**src/rtl/pixel_write_buffer.sv**
```systemverilog
// Pixel capture front end: frame-aligned sampling into a FWFT FIFO of {pixel, address} entries.
// Latency 2 edges from accept to out_valid; a full FIFO with no pop drops the entry and resyncs to (0,0).

module pwb_fifo #(
  parameter int WIDTH      = 36,
  parameter int DEPTH_LOG2 = 4
) (
  input  logic                  clk,
  input  logic                  rst,
  input  logic                  wr_vld,
  input  logic [WIDTH-1:0]      wr_dat,
  output logic                  wr_rdy,
  output logic                  rd_vld,
  output logic [WIDTH-1:0]      rd_dat,
  input  logic                  rd_rdy,
  output logic [DEPTH_LOG2:0]   level
);
  localparam int DEPTH = 1 << DEPTH_LOG2;

  logic [WIDTH-1:0]      mem [DEPTH];
  logic [DEPTH_LOG2-1:0] wr_ptr;
  logic [DEPTH_LOG2-1:0] rd_ptr;
  logic                  full;
  logic                  push;
  logic                  pop;

  assign full   = (level == (DEPTH_LOG2+1)'(DEPTH));
  assign rd_vld = (level != '0);
  assign pop    = rd_vld && rd_rdy;
  // A full FIFO still accepts a write when the head leaves on the same edge.
  assign wr_rdy = !full || pop;
  assign push   = wr_vld && wr_rdy;
  assign rd_dat = mem[rd_ptr];

  always_ff @(posedge clk) begin
    if (push && !rst) begin
      mem[wr_ptr] <= wr_dat;
    end
  end

  always_ff @(posedge clk) begin
    if (rst) begin
      wr_ptr <= '0;
      rd_ptr <= '0;
      level  <= '0;
    end else begin
      if (push) wr_ptr <= wr_ptr + 1'b1;
      if (pop)  rd_ptr <= rd_ptr + 1'b1;
      case ({push, pop})
        2'b10:   level <= level + 1'b1;
        2'b01:   level <= level - 1'b1;
        default: level <= level;
      endcase
    end
  end
endmodule

module pixel_write_buffer #(
  parameter int PRECISION  = 11,
  parameter int PIXEL_SIZE = 16,
  parameter int X_RES      = 800,
  parameter int Y_RES      = 600,
  parameter int ADDR_WIDTH = 20,
  parameter int DEPTH_LOG2 = 4
) (
  input  logic                  hw_pixel_clk,
  input  logic                  rst,
  input  logic                  in_valid,
  input  logic [PIXEL_SIZE-1:0] in_data,
  input  logic [PRECISION-1:0]  in_x,
  input  logic [PRECISION-1:0]  in_y,
  output logic                  out_valid,
  output logic [PIXEL_SIZE-1:0] out_data,
  output logic [ADDR_WIDTH-1:0] out_addr,
  input  logic                  out_ready,
  output logic                  frame_start,
  output logic                  overflow,
  output logic [15:0]           drop_count,
  output logic [DEPTH_LOG2:0]   level
);
  localparam logic [31:0] X_LIM = X_RES;
  localparam logic [31:0] Y_LIM = Y_RES;

  typedef struct packed {
    logic [PIXEL_SIZE-1:0] data;
    logic [ADDR_WIDTH-1:0] addr;
  } pix_t;

  typedef enum logic {SYNC, ACTIVE} state_t;

  state_t                state;
  state_t                state_nxt;
  logic                  qualified;
  logic                  origin;
  logic                  capture;
  logic                  drop;
  logic                  s1_vld;
  pix_t                  s1_dat;
  logic                  wr_rdy;
  pix_t                  head_dat;
  logic [ADDR_WIDTH-1:0] addr;

  assign qualified = in_valid && (32'(in_x) < X_LIM) && (32'(in_y) < Y_LIM);
  assign origin    = (in_x == '0) && (in_y == '0);
  assign addr      = ADDR_WIDTH'(in_y) * ADDR_WIDTH'(X_RES) + ADDR_WIDTH'(in_x);
  assign drop      = s1_vld && !wr_rdy;

  // A (0,0) sample always wins, even on the edge that drops the previous entry.
  always_comb begin
    state_nxt = state;
    capture   = 1'b0;
    unique case (state)
      SYNC: begin
        if (qualified && origin) begin
          capture   = 1'b1;
          state_nxt = ACTIVE;
        end
      end
      ACTIVE: begin
        if (qualified && origin) begin
          capture = 1'b1;
        end else if (drop) begin
          state_nxt = SYNC;
        end else if (qualified) begin
          capture = 1'b1;
        end
      end
      default: state_nxt = SYNC;
    endcase
  end

  always_ff @(posedge hw_pixel_clk) begin
    if (rst) state <= SYNC;
    else     state <= state_nxt;
  end

  always_ff @(posedge hw_pixel_clk) begin
    if (capture) begin
      s1_dat.data <= in_data;
      s1_dat.addr <= addr;
    end
  end

  always_ff @(posedge hw_pixel_clk) begin
    if (rst) begin
      s1_vld      <= 1'b0;
      frame_start <= 1'b0;
      overflow    <= 1'b0;
      drop_count  <= '0;
    end else begin
      s1_vld      <= capture;
      frame_start <= capture && origin;
      if (drop) begin
        overflow <= 1'b1;
        if (drop_count != 16'hFFFF) drop_count <= drop_count + 16'd1;
      end
    end
  end

  pwb_fifo #(
    .WIDTH      ($bits(pix_t)),
    .DEPTH_LOG2 (DEPTH_LOG2)
  ) u_fifo (
    .clk    (hw_pixel_clk),
    .rst    (rst),
    .wr_vld (s1_vld),
    .wr_dat (s1_dat),
    .wr_rdy (wr_rdy),
    .rd_vld (out_valid),
    .rd_dat (head_dat),
    .rd_rdy (out_ready),
    .level  (level)
  );

  assign out_data = head_dat.data;
  assign out_addr = head_dat.addr;
endmodule

```
**config.mk**
```make
export PLATFORM = sky130hd
export DESIGN_NAME = pixel_write_buffer
export DESIGN_NICKNAME = d
export VERILOG_FILES = /design/src/rtl/pixel_write_buffer.sv
export SDC_FILE = /design/constraint.sdc
export NUM_CORES = 1
export LEC_CHECK = 0
export BUFFER_PORTS_ARGS = -buffer_cell sky130_fd_sc_hd__buf_2
export CAP_MARGIN = 0
export CORE_ASPECT_RATIO = 0.5
export CORE_UTILIZATION = 29
export CTS_CLUSTER_SIZE = 8
export DETAILED_ROUTE_END_ITERATION = 8
export MAX_ROUTING_LAYER = met4
export PLACE_DENSITY = 0.52
export SYNTH_ARGS = -nofsm -noshare
export SYNTH_HDL_FRONTEND = slang
export SYNTH_SLANG_ARGS = --single-unit
```
**constraint.sdc**
```tcl
create_clock -name hw_pixel_clk -period 4.9 [get_ports hw_pixel_clk]
set_input_delay 0.49 -clock hw_pixel_clk [delete_from_list [all_inputs] [get_ports hw_pixel_clk]]
set_output_delay 0.49 -clock hw_pixel_clk [all_outputs]
set_load 0.01 [all_outputs]
```
==> results.toml <==
[run_status]
status = "complete, but fails checks"
violations = "design-rule violations"

[logic_synthesis]
synth-edff-count = 612
synth_cell_type_count = 54
netlist_area_mm2 = 0.0259
synth-seq-cells = 649
synth_compound_gate_area_share_pct = 1.66
synth.area.mux_share_pct = 15.7
synth-async-reset-ratio_pct = 0
ys.warnings.count = 0
syn_area_per_cell_um2 = 21.0
synthCells = 1236
yosysSeqAreaShare_pct = 73.7
synthAdderAreaFrac_pct = 3.46
syn_nets = 1345
synth_ff_type = "edfxtp_1"
synth_top_family_by_area = "multiplexers"
synth_xor_area_share_pct = 1.22
synth-simple-area-share_pct = 2.74

[clock_network]
cts_htree_levels = 3
cts.sinks = 649
postCtsSetupBuffers = 0
clock_path_buffers = 3
numCtsBuffers = 91
worstSkewPairLatency_ps = 620
cts_tree = "done"
root_buffer = "clkbuf_16"
clkTransAtPathRegs_ps = 50

[critical_path]
end_kind = "primary output"
critPathRequiredTime_ps = 4410
crit_path_start_kind = "flip-flop"
crit_arrival_ps = 2960
path_class = "flip-flop to primary output"
cp_max_fo = 32

[drt]
num_vias = 12287
avgRoutedWirePerCell_um = 22.2
drc_errors = 4
ant_nets = 0
drt-initial-drc-count = 914
dr.pass1.iters = 7
routed_via_density = 4.70
finalWirelength_um = 58200

[timing]
finalCriticalPeriod_ps = 3450
drv_slew = 0
fin_crit_sh_pct = 70.4
fin_tns_setup_ps = 0
final_hold_viol_count = 0
worstMarginPinSlew_ps = 1060
fmax_ghz = 0.290
setup_viol = 0
finClkSkew_ps = 19.1
grt_setup_unrepaired = "false"
maxSlewHeadroom_pct = 29.4

[power_and_ir_drop]
pwr-share-comb_pct = 3.8
swShare_pct = 20.3
total_power_mw = 11.9
leakage_nw = 9.74
p_sw_mw = 2.42
max-vdd-ir-drop_v = 0.000220
cell_internal_pwr_mw = 9.48
pwr-share-seq_pct = 50.5
powerDensity_mw_per_mm2 = 389
clock_power_share_pct = 45.7

[placed_design]
gp_congestion = 0.760
io_buffers = 101
place.detailed.hpwl_um = 31700

[floorplanning]
io_pins = 102
row_count = 77
initial_core_util_pct = 29.3
core_mm2 = 0.0884
die_area_mm2 = 0.0907
die_width_um = 425
fp.dieH_um = 213

[global_routing]
grt_usage_pct = 13.4
overflow = 0
first_global_vias = 13019
grt_pass1_wl_um = 86500
antenna_found_initial = 1
grt_max_degree = 83

[finish]
syn_to_final_growth_pct = 17.9
drive_gt1_share_pct = 30.6
final_nets = 1523

[flow_run]
drv_cap = 0

[min_path]
hold_path_class = "primary input to flip-flop"
-- cells by family (layout without fill, tap and decap cells) --
logic type | after synthesis | in the layout
simple gates | 140 | 140
compound gates | 65 | 65
buf+inv | 96 | 289
fa+ha+maj | 67 | 67
mux | 183 | 183
flops | 649 | 649
other cells | 0 | 1
xor+xnor | 36 | 36
-- power groups by stage --
stage | sequential, mW | clock (mW) | combinational (mW)
floorplan | 6.11 | 0 | 0.325
global placement | 6.11 | 0 | 0.454
detailed placement | 6.11 | 0 | 0.454
CTS | 6.01 | 5.58 | 0.457
global route | 6.00 | 5.79 | 0.517
finish | 6.01 | 5.44 | 0.451
-- synth_stat cells (3+ instances only) --
cell	count	area, um^2
nand2b_1	4	25.0
nor2_1	49	184
a21o_1	5	37.5
o21ai_1	7	35.0
nand4_1	7	43.8
mux4_2	180	4050
edfxtp_1	612	18400
a21oi_1	22	110
xnor2_1	20	175
mux2i_1	3	30.0
nor3_1	8	40.0
or3_1	8	50.1
fa_1	8	160
and2_1	3	18.8
o21ai_0	6	30.0
nor2b_1	6	37.5
nand2_1	21	78.8
xor2_1	16	140
buf_1	11	41.3
and3_1	5	31.3
nand3_1	15	75.1
ha_1	59	738
o21a_1	3	22.5
dfxtp_1	37	741
o2111ai_1	4	35.0
inv_1	48	180
clkbuf_1	27	101
buf_2	8	40.0
-- cell type report --
cell class / instances / area (um^2)
Multi-Input combinational cell: 491 / 6550
Antenna cell: 1 / 2.50
Tap cell: 1185 / 1480
Clock inverter: 5 / 87.6
Timing Repair Buffer: 132 / 803
Clock buffer: 103 / 2320
Inverter: 49 / 184
Sequential cell: 649 / 19100
Fill cell: 8275 / 57900
-- state kept, by name, indices dropped and copies added, names as in the netlist, named ones only --
name           count
drop_count        16
frame_start        1
overflow           1
s1_dat            36
s1_vld             1
state              1
u_fifo.level       5
u_fifo.mem       576
u_fifo.rd_ptr      4
u_fifo.wr_ptr      4
-- placed cells by master, fill, tap and decap left out, types with 6 or more instances in the layout --
master / Yosys / final
ha_1: 59 / 59
buf_2: 8 / 101
clkbuf_16: 0 / 91
or3_1: 8 / 8
o21ai_0: 6 / 6
edfxtp_1: 612 / 612
nor2_4: 0 / 12
xnor2_1: 20 / 20
clkbuf_1: 27 / 12
nor3_2: 2 / 6
dfxtp_1: 37 / 33
xor2_1: 16 / 16
mux4_2: 180 / 180
inv_1: 48 / 48
a21oi_1: 22 / 22
nor2_1: 49 / 37
nand3_1: 15 / 15
nand4_1: 7 / 7
buf_4: 1 / 25
nor2b_1: 6 / 6
o21ai_1: 7 / 7
nand2_1: 21 / 21
fa_1: 8 / 8
-- through the flow --
step	hold WS (ps)	utilization [%]	instances	worst slack, ps	instance area (um^2)
3_3_place_gp	445	31.8	2505	974	28100
3_5_place_dp	450	31.8	2505	975	28100
2_1_floorplan	459	-	1236	712	25900
4_1_cts	2.76	34.5	2613	1340	30600
5_1_grt	0.735	34.6	2614	1300	30600
6_report	46.5	34.6	2615	1450	30600
-- critical path, stage by stage (launching register included) --
cell and delay [ps]:
dfxtp_4 680, buf_4 530, mux4_2 400, mux4_2 560, buf_2 170
-- what timing repair did --
action                    4_1_cts  5_1_grt
resized for setup               0        0
hold endpoints to repair        0        1
hold buffers                    0        1
-- per-layer routing --
layer / part of all wire, % / vias up / routed length [um] / track usage [%]
met5: 0 / - / 0 / -
met4: 1.7 / 0 / 1010 / 3.34
met3: 4.1 / 83 / 2390 / 2.45
met2: 48 / 269 / 27900 / 20.9
met1: 46 / 6524 / 26800 / 18.1
li1: - / 5411 / - / -
-- worst paths after layout --
| check | startpoint | end | slack, ps | cells past startpoint |
|---|---|---|---|---|
| setup reg to reg | u_fifo.level[1]$_SDFFE_PP0P_ | u_fifo.mem[15][15]$_DFFE_PP_ | 1900 | 6 |
| hold reg to reg | overflow$_SDFFE_PP0P_ | overflow$_SDFFE_PP0P_ | 460 | 1 |
| setup / recovery | flip-flop | out_addr[7] | 1450 | 4 |
| hold / removal | in_data[9] | s1_dat[29]$_DFFE_PP_ | 50 | 1 |
Note: power is estimated with default switching activity, not from simulation.
